### config.mk
export PLATFORM = sky130hd
export DESIGN_NAME = mem_arbiter
export DESIGN_NICKNAME = d
export VERILOG_FILES = /design/src/rtl/mem_arbiter_pkg.sv /design/src/rtl/mem_arbiter.sv
export SDC_FILE = /design/constraint.sdc
export NUM_CORES = 1
export LEC_CHECK = 0
export BUFFER_PORTS_ARGS = -buffer_cell sky130_fd_sc_hd__buf_2
export CAP_MARGIN = 20
export CORE_AREA = 4 4 104 106
export DETAILED_ROUTE_END_ITERATION = 10
export DIE_AREA = 0 0 108 110
export PLACE_DENSITY = 0.77
export SYNTH_ARGS = -nofsm -noshare
export SYNTH_HDL_FRONTEND = slang
export SYNTH_SLANG_ARGS = --single-unit
export TNS_END_PERCENT = 100
### constraint.sdc
create_clock -name clk -period 4.4 [get_ports clk]
set_clock_uncertainty 0.1 [all_clocks]
set_input_delay 0.66 -clock clk [delete_from_list [all_inputs] [get_ports clk]]
set_output_delay 0.66 -clock clk [all_outputs]
set_load 0.01 [all_outputs]
### src/rtl/mem_arbiter_pkg.sv
// Shared types for the fetch/data memory port arbiter.
// Holds the FSM state and grant-port enumerations.
package mem_arbiter_pkg;

  typedef enum logic [1:0] {
    IDLE,
    BUSY_I,
    BUSY_D
  } arb_state_t;

  typedef enum logic {
    ARB_I,
    ARB_D
  } arb_port_t;

  localparam logic [3:0] BE_ALL = 4'hF;

endpackage

### src/rtl/mem_arbiter.sv
// Arbitrates one memory port between instruction fetch and data paths.
// Requests are registered on grant; responses route back to the grantee.
module mem_arbiter
  import mem_arbiter_pkg::*;
#(
  parameter bit RR_EN          = 1'b1,
  parameter int TIMEOUT_CYCLES = 0,
  parameter int TO_W           = 16
) (
  input  logic        clk,
  input  logic        rst,
  input  logic        i_read,
  input  logic [31:0] i_address,
  output logic        i_resp,
  output logic [31:0] i_rdata,
  input  logic        d_read,
  input  logic        d_write,
  input  logic [3:0]  d_byte_enable,
  input  logic [31:0] d_address,
  input  logic [31:0] d_wdata,
  output logic        d_resp,
  output logic [31:0] d_rdata,
  output logic        mem_read,
  output logic        mem_write,
  output logic [3:0]  mem_byte_enable,
  output logic [31:0] mem_address,
  output logic [31:0] mem_wdata,
  input  logic        mem_resp,
  input  logic [31:0] mem_rdata,
  output logic        timeout_err
);

  localparam logic [TO_W:0] TO_LIM = (TO_W+1)'(TIMEOUT_CYCLES);

  arb_state_t      state;
  arb_state_t      state_nxt;
  arb_port_t       last_grant;
  logic [TO_W-1:0] to_cnt;
  logic [TO_W:0]   cnt_inc;
  logic            d_pend;
  logic            busy;
  logic            grant_i;
  logic            grant_d;
  logic            expire;

  assign d_pend  = d_read | d_write;
  assign busy    = (state == BUSY_I) || (state == BUSY_D);
  assign cnt_inc = {1'b0, to_cnt} + (TO_W+1)'(1);

  always_comb begin
    state_nxt = state;
    grant_i   = 1'b0;
    grant_d   = 1'b0;
    expire    = 1'b0;
    case (state)
      IDLE: begin
        if (d_pend && (!i_read || !RR_EN || last_grant == ARB_I))
          grant_d = 1'b1;
        else if (i_read)
          grant_i = 1'b1;
        if (grant_d)
          state_nxt = BUSY_D;
        else if (grant_i)
          state_nxt = BUSY_I;
      end
      BUSY_I, BUSY_D: begin
        if (mem_resp) begin
          state_nxt = IDLE;
        end else if (TIMEOUT_CYCLES > 0 && cnt_inc >= TO_LIM) begin
          expire    = 1'b1;
          state_nxt = IDLE;
        end
      end
      default: state_nxt = IDLE;
    endcase
  end

  always_ff @(posedge clk) begin
    if (rst)
      state <= IDLE;
    else
      state <= state_nxt;
  end

  // Capture registers: loaded only on grant so memory sees stable signals.
  always_ff @(posedge clk) begin
    if (rst) begin
      mem_read        <= 1'b0;
      mem_write       <= 1'b0;
      mem_byte_enable <= '0;
      mem_address     <= '0;
      mem_wdata       <= '0;
      last_grant      <= ARB_I;
      to_cnt          <= '0;
      timeout_err     <= 1'b0;
    end else begin
      if (grant_d) begin
        mem_read        <= ~d_write;
        mem_write       <= d_write;
        mem_byte_enable <= d_write ? d_byte_enable : BE_ALL;
        mem_address     <= d_address;
        mem_wdata       <= d_write ? d_wdata : '0;
        last_grant      <= ARB_D;
        to_cnt          <= '0;
      end else if (grant_i) begin
        mem_read        <= 1'b1;
        mem_write       <= 1'b0;
        mem_byte_enable <= BE_ALL;
        mem_address     <= i_address;
        mem_wdata       <= '0;
        last_grant      <= ARB_I;
        to_cnt          <= '0;
      end else if (busy && (mem_resp || expire)) begin
        mem_read  <= 1'b0;
        mem_write <= 1'b0;
      end else if (busy && to_cnt != '1) begin
        to_cnt <= to_cnt + 1'b1;
      end
      if (expire)
        timeout_err <= 1'b1;
    end
  end

  // A requester that has dropped its request gets no response.
  assign i_resp  = (state == BUSY_I) & mem_resp & i_read & ~rst;
  assign d_resp  = (state == BUSY_D) & mem_resp & d_pend & ~rst;
  assign i_rdata = mem_rdata;
  assign d_rdata = mem_rdata;

endmodule

==> results.cfg, run 1 <==
[job]
maxCapViolCount = 0

[drt]
drt-wirelength-per-cell_um = 18.5
vias = 3496
drc = 0
viasPerCell = 5.46
drt_iter0_markers = 242
postRouteAntennaNets = 0
dr.pass1.iters = 5
wl_um = 11900

[sta]
fmax_mhz = 377
setup_viol = 0
timing.final.crit_share_pct = 60.2
slew_headroom_pct = 32.1
worst_pin_slew_ns = 1.02
drv_slew = 0
hold_viol = 0
rsz0062_at_grt = no
period_minus_slack_ns = 2.65
tns_ns = 0

[layout]
antenna_cells = 0
drive_gt1_share_pct = 40.4
syn_to_final_growth_pct = 19.0
final_cell_area_um2 = 4180
nets = 643

[worst_setup_path]
worstPathCellList = buf_2 > inv_1 > and4_1 > buf_2
r2r_setup_slack_ns = 1.89
rr_endpoint = mem_address[14]$_SDFFE_PP0P_
r2r_cells = 5
timing.critical_path.mode_cell = buf_2
required_ns = 3.64
crit_fanout = 38
crit_slowest_cell = buf_2
startpoint_type = input pin
crit_arrival_ns = 1.89
rr_startpoint = state[1]$_SDFFE_PP0P_
critPathBufInv = 3
cp_slowest_stage_delay_ns = 0.54
path_class = in2out
crit_family = buffers and inverters
critPathCaptureType = primary output

[synth]
avgSynthCellArea_um2 = 8.55
synth.top_cells.by_area = dfxtp_1, buf_4, o21ai_0
synth_cells = 411
synth_compound_area_share_pct = 32.2
synth_common_cells = dfxtp_1, buf_4, o21ai_0, a21oi_1
synth_top_cell_by_area = dfxtp_1
ys_seq_elements = 73
synth-xor-area-share_pct = 0
synth-edff-count = 0
synthMuxAreaShare_pct = 0
synth_seq_area_share_pct = 41.6
synth_top_family_by_area = compound AO/OA/AOI/OAI gates
synth_top_area_share_pct = 41.6
async_flop_share_pct = 0
synth-simple-area-share_pct = 5.52
synth_warnings = 0
ys_types = 30
synthAdderAreaFrac_pct = 1.07
ys.flop_type = dfxtp_1
syn-cell-area_um2 = 3510
syn_nets = 552
yosysMostFrequentCell = dfxtp_1

[global_route]
grt_pass1_wl_um = 17600
grt_overflow = 0
grt_use_total_pct = 18.8
grt_pass1_vias = 3421
antenna_found_initial = 0
grt_start_max_net_pins = 41

[worst_hold_path]
hold_class = reg2reg
min_delay_path_depth = 2
hold_start = mem_read$_SDFFE_PP0P_
holdPathEnd = mem_read$_SDFFE_PP0P_

[floorplanning]
dieArea_um2 = 11900
rows = 36
die_h_um = 110
core_area_um2 = 9770
start_util_pct = 35.9
boundaryPins = 275
die_x_um = 108

[clock_tree]
holdBufCountCts = 0
cts_tree = built
ctsResizeCount = 0
cts_buffers = 9
cts_root_buffer = clkbuf_8
clkSinkCount = 73
cts_setup_buffers = 0
clk-insertion-delay-late_ns = 0.33
cts_max_path_buffers = 2
clk_pin_slew_ns = 0.08
cts_max_level = 3

[pwr]
powerDensity_nw_per_um2 = 469
p_leak_nw = 1.90
vdd_ir_drop_max_mv = 0.239

[placed_design]
gp_congestion = 0.779
place_area_um2 = 3940
dp_hpwl_um = 8520
io_buffers = 177

[outcome]
status = complete, no violations
## stage by stage
stage	setup WS, ns	cells	utilization (%)	hold slack (ns)	total power (W)
detailed placement	1.51	622	40.3	0.367	0.00148
CTS	1.50	638	42.2	0.379	0.00196
global route	1.60	640	42.7	0.402	0.00209
floorplan	2.45	411	-	0.386	0.00130
finish	1.75	640	42.7	0.378	0.00196
global placement	1.65	622	40.3	0.353	0.00146
## area by class of cell
cell class,count,area (um^2)
flip-flops and latches,73,1460
inverters,4,15.0
repair buffers,185,986
fillers,1011,5600
clock inverters,6,43.8
multi-input cells,229,1370
well taps,133,166
clock buffers,10,138
## how the worst max path moves through the flow
stage | from | to | slack, ns | depth (start not counted)
finish | rst | i_resp | 1.75 | 4
global route | rst | i_resp | 1.60 | 4
CTS | state[1]$_SDFFE_PP0P_ | mem_byte_enable[3]$_SDFFE_PP0P_ | 1.50 | 5
detailed placement | state[1]$_SDFFE_PP0P_ | mem_byte_enable[3]$_SDFFE_PP0P_ | 1.51 | 5
global placement | state[0]$_SDFFE_PP0P_ | mem_byte_enable[2]$_SDFFE_PP0P_ | 1.65 | 5
floorplan | rst | i_resp | 2.45 | 3
## report_power, final
group | internal (W) | switching [W] | total (W)
clock | 0.000221 | 0.000254 | 0.000475
combinational | 0.000252 | 0.000409 | 0.000661
sequential | 0.000769 | 0.0000542 | 0.000823
## layer usage
metal | wire length, um | vias up | global-route usage, %
li1 | - | 1611 | -
met1 | 4630 | 1649 | 22.3
met2 | 5910 | 213 | 32.7
met3 | 1080 | 23 | 5.71
met4 | 244 | 0 | 6.22
met5 | 0 | - | 0
## cells in the final DEF (no fill, tap or decap), types with 2 or more instances in the layout
cell and instances:
o21ai_0 58, dfxtp_1 73, nor2_1 32, buf_4 6
inv_1 4, buf_16 2, clkinv_4 3, a21oi_1 38
clkinv_2 2, nand3_1 2, o221a_1 4, nand2_1 7
a31oi_1 32, ha_1 3, clkbuf_8 10, o21ai_1 6
buf_2 177, nor3_1 2, a32oi_1 32
## worst register-to-register path: stages (launching register included)
cell and delay [ns]:
dfxtp_1 0.33, inv_1 0.11, ha_1 0.65, inv_1 0.69, o21ai_0 0.42, a21oi_1 0.10
## state kept, by name (all words and copies together), names as in the netlist
signal,flops
mem_wdata,32
mem_read,1
last_grant,1
mem_write,1
mem_address,32
state,2
mem_byte_enable,4
## logic make-up after synthesis
group / after synthesis
AO/OA/AOI/OAI: 178
adder cells (fa/ha/maj): 3
buffers and inverters: 109
flip-flops: 73
other: 1
AND/OR/NAND/NOR: 47
Note: power is estimated with default switching activity, not from simulation.
==> run 2, diff against run 1 <==
Settings changed: PLACE_DENSITY 0.77 to 0.8.
Clock period 4.4 ns to 2.4 ns, I/O delays scaled along.
==> results.cfg, run 2 (synthesis gave the netlist of run 1 again) <==
[outcome]
status = complete, no violations

[drt]
postRouteAntennaNets = 0
vias = 3460
dr.pass1.iters = 7
drt-wirelength-per-cell_um = 18.5
viasPerCell = 5.38
wl_um = 11900
drc = 0
drt_iter0_markers = 233

[global_route]
grt_pass1_vias = 3436
antenna_found_initial = 0
grt_start_max_net_pins = 38
grt_pass1_wl_um = 17800
grt_overflow = 0
grt_use_total_pct = 19.2

[pwr]
p_sw_w = 0.00129
switching_share_pct = 33.0
combPwrFrac_pct = 30.7
powerDensity_nw_per_um2 = 920
p_int_w = 0.00262
p_leak_nw = 1.94
seqPwrFrac_pct = 38.5
vdd_ir_drop_max_mv = 0.485
clockPowerShare_pct = 30.8

[layout]
nets = 646
syn_to_final_growth_pct = 21.2
final_cell_area_um2 = 4260
final_common_cell = buf_2
final_cells = 643
drive_gt1_share_pct = 40.6
utilization_pct = 43.5
largest_registers = mem_address x32, mem_wdata x32, mem_byte_enable x4
antenna_cells = 0
final_cell_mix = buf_2, dfxtp_1, o21ai_0

[clock_tree]
cts_setup_buffers = 0
clk-insertion-delay-late_ns = 0.34
clkSinkCount = 73
cts_max_path_buffers = 2
cts_tree = built
holdBufCountCts = 0
cts_buffers = 9
ctsResizeCount = 0
cts_root_buffer = clkbuf_8
cts_max_level = 3
clk_pin_slew_ns = 0.08

[placed_design]
place_area_um2 = 4000
gp_congestion = 0.749
dp_hpwl_um = 8670
place_inst = 627
io_buffers = 177

[sta]
setup_viol = 0
period_minus_slack_ns = 1.77
hold_viol = 0
worst_pin_slew_ns = 0.704
slew_headroom_pct = 53.1
timing.final.crit_share_pct = 73.8
fmax_mhz = 565
rsz0062_at_grt = no
drv_slew = 0
tns_ns = 0

[floorplanning]
core_area_um2 = 9770
start_util_pct = 35.9
dieArea_um2 = 11900
die_h_um = 110
rows = 36
boundaryPins = 275
die_x_um = 108

[worst_setup_path]
startpoint_type = flip-flop
crit_arrival_ns = 1.94
critPathCaptureType = flip-flop
crit_fanout = 36
required_ns = 2.57
path_class = reg2reg

[job]
maxCapViolCount = 0

[worst_hold_path]
hold_class = in2reg
[run 2: changes by cell type in the layout (fill, tap and decap cells not counted)]
cell        previous run  this run
clkinvlp_4             1         0
buf_16                 2         0
clkbuf_8              10        11
clkinv_2               2         0
clkbuf_1               0         1
a2bb2oi_2              1         0
a2bb2oi_4              0         1
clkinv_4               3         1
buf_4                  6        10
buf_12                 0         1
bufinv_16              0         3
[run 2: cell type report]
cell class | instances | area (um^2)
clock buffers | 12 | 155
fillers | 993 | 5520
flip-flops and latches | 73 | 1460
repair buffers | 188 | 981
inverters | 4 | 15.0
well taps | 133 | 166
multi-input cells | 229 | 1380
clock inverters | 4 | 98.8
[run 2: power groups by stage]
stage | registers, W | clock network [W] | logic (W)
floorplan | 0.00162 | 0 | 0.000765
global placement | 0.00153 | 0 | 0.00118
detailed placement | 0.00153 | 0 | 0.00121
CTS | 0.00151 | 0.00124 | 0.00121
global route | 0.00153 | 0.00130 | 0.00134
finish | 0.00151 | 0.00120 | 0.00120
[run 2: critical path, cell delays in order (launching register included)]
cell and delay [ns]:
dfxtp_1 0.32, inv_1 0.11, ha_1 0.19, o31a_2 0.62, o21ai_0 0.19, a21oi_1 0.16
[run 2: worst paths after layout]
check | start | to | slack (ns) | cells after the start
worst min register to register | mem_write$_SDFFE_PP0P_ | mem_write$_SDFFE_PP0P_ | 0.37 | 2
worst max-delay path | state[1]$_SDFFE_PP0P_ | mem_address[29]$_SDFFE_PP0P_ | 0.63 | 5
worst min-delay path | i_address[13] | mem_address[13]$_SDFFE_PP0P_ | 0.17 | 3
worst max register to register | state[1]$_SDFFE_PP0P_ | mem_address[29]$_SDFFE_PP0P_ | 0.63 | 5
[run 2: layer usage]
layer	wire length, um	vias up	share of wire [%]	GRT usage [%]
met3	1170	25	9.8	6.81
met5	0	-	0	0
met4	311	0	2.6	8.21
met1	4420	1611	37	21.9
met2	6010	200	50	32.6
li1	-	1624	-	-
[run 2: per-stage QoR]
step	worst slack [ns]	hold WS, ns	power [W]
after floorplan	0.860	0.386	0.00238
after detailed placement	0.613	0.360	0.00274
after global routing	0.465	0.144	0.00418
final	0.630	0.168	0.00392
after CTS	0.609	0.144	0.00396
after global placement	0.650	0.357	0.00271
==> run 3, diff against run 2 <==
Clock period 2.4 ns to 1.5 ns, I/O delays scaled along.
==> results.cfg, run 3 (synthesis gave the netlist of run 1 again) <==
[worst_setup_path]
crit_arrival_ns = 1.78
rr_endpoint = mem_address[16]$_SDFFE_PP0P_
rr_startpoint = state[1]$_SDFFE_PP0P_
startpoint_type = flip-flop
r2r_cells = 7
critPathCaptureType = flip-flop
required_ns = 1.66
r2r_setup_slack_ns = -0.12
critPathLaunch = state[1]$_SDFFE_PP0P_
crit_fanout = 8
path_class = reg2reg

[global_route]
grt_use_total_pct = 18.7
antenna_found_initial = 0
grt_pass1_wl_um = 17500
grt_start_max_net_pins = 38
grt_overflow = 0
grt_pass1_vias = 3435

[clock_tree]
clk_pin_slew_ns = 0.08
holdBufCountCts = 0
cts_root_buffer = clkbuf_8
clkSinkCount = 73
cts_buffers = 9
clk-insertion-delay-late_ns = 0.34
cts_max_level = 3
cts_tree = built
cts_max_path_buffers = 2

[drt]
wl_um = 13100
drc = 0
drt_iter0_markers = 257
dr.pass1.iters = 5
postRouteAntennaNets = 0
drt-wirelength-per-cell_um = 19.5
viasPerCell = 5.53
vias = 3700

[sta]
period_minus_slack_ns = 1.62
worst_pin_slew_ns = 0.678
slew_headroom_pct = 54.8
drv_slew = 0
timing.final.crit_share_pct = 108
hold_viol = 0
fin_ws_ns = -0.118
rsz0062_at_grt = yes
setup_viol = 64
fmax_mhz = 618

[floorplanning]
dieArea_um2 = 11900
die_x_um = 108
die_h_um = 110
start_util_pct = 35.9
boundaryPins = 275
rows = 36
core_area_um2 = 9770

[layout]
antenna_cells = 0
multi_input_area_um2 = 1730
seq_area_um2 = 1460
largest_registers = mem_address x32, mem_wdata x32, mem_byte_enable x4
drive_gt1_share_pct = 53.2
final_common_cell = buf_2
syn_to_final_growth_pct = 40.6
final_cell_mix = buf_2, dfxtp_1, o21ai_0
utilization_pct = 50.5
nFillCells = 931
final_cells = 669
nets = 672

[placed_design]
place_inst = 640
gp_congestion = 0.875
place_ws_ns = -0.0758
dp_hpwl_um = 8810
io_buffers = 177

[outcome]
status = finished, violations left
violations = setup timing

[pwr]
power_w = 0.00665
vdd_ir_drop_max_mv = 0.561
p_leak_nw = 2.16
powerDensity_nw_per_um2 = 1350

[worst_hold_path]
hold_class = in2reg
holdPathEnd = mem_address[14]$_SDFFE_PP0P_
hold_start = i_address[14]
min_delay_path_depth = 3

[job]
maxCapViolCount = 0
==> run 3: changes by cell type in the layout (fill, tap and decap cells not counted), moves of 10 or more <==
cell / before / now
a32oi_2: 0 / 18
o21ai_0: 58 / 40
a31oi_2: 0 / 11
a32oi_1: 32 / 14
a31oi_1: 32 / 16
o21ai_1: 6 / 24
buf_4: 10 / 20
==> run 3: worst max path at each step <==
| stage | end | slack [ns] | cells past startpoint |
|---|---|---|---|
| floorplan | mem_wdata[0]$_SDFFE_PP0P_ | 0.01 | 7 |
| global placement | mem_wdata[20]$_SDFFE_PP0P_ | 0.02 | 6 |
| detailed placement | mem_address[16]$_SDFFE_PP0P_ | -0.08 | 6 |
| CTS | i_resp | -0.11 | 5 |
| global route | i_resp | -0.15 | 5 |
| finish | mem_address[16]$_SDFFE_PP0P_ | -0.12 | 7 |
==> run 3: layer usage <==
| metal | routed length, um | up-vias | track usage, % | part of all wire (%) |
|---|---|---|---|---|
| li1 | - | 1678 | - | - |
| met1 | 4900 | 1748 | 21.5 | 37 |
| met2 | 6640 | 244 | 32.8 | 51 |
| met3 | 1210 | 30 | 4.89 | 9.3 |
| met4 | 315 | 0 | 8.30 | 2.4 |
| met5 | 0 | - | 0 | 0 |
==> run 3: what timing repair did <==
| action | 4_1_cts | 5_1_grt |
|---|---|---|
| pin swaps | 0 | 46 |
| gates cloned | 0 | 7 |
| gates resized for setup | 6 | 77 |
| endpoints found under the setup margin | 68 | 74 |
| buffers inserted | 0 | 6 |
==> run 3: layout make-up <==
type,count,share of cell area (%)
clock inverters,6,0.887
repair buffers,214,28.0
well taps,133,3.37
inverters,4,0.304
clock buffers,10,2.79
multi-input cells,229,35.0
flip-flops and latches,73,29.6
==> run 3: power by group <==
part	total (W)	switching (W)	internal (W)
sequential	0.00243	0.000176	0.00226
clock	0.00142	0.000771	0.000644
combinational	0.00281	0.00152	0.00129
==> run 3: critical path, cell delays in order, from the launching register on <==
cell       delay, ns
dfxtp_2         0.35
inv_2           0.05
buf_4           0.13
ha_4            0.19
o31ai_4         0.18
clkbuf_16       0.29
a31oi_1         0.05
a21oi_1         0.19
==> run 3: metrics by stage <==
| stage | cell area, um^2 | setup TNS (ns) | hold WS, ns |
|---|---|---|---|
| floorplan | 3510 | 0 | 0.280 |
| global placement | 4170 | 0 | 0.350 |
| detailed placement | 4170 | -2.27 | 0.350 |
| CTS | 4370 | -2.25 | 0.00653 |
| global route | 4940 | -6.13 | 0.0125 |
| finish | 4940 | -2.35 | 0.0335 |
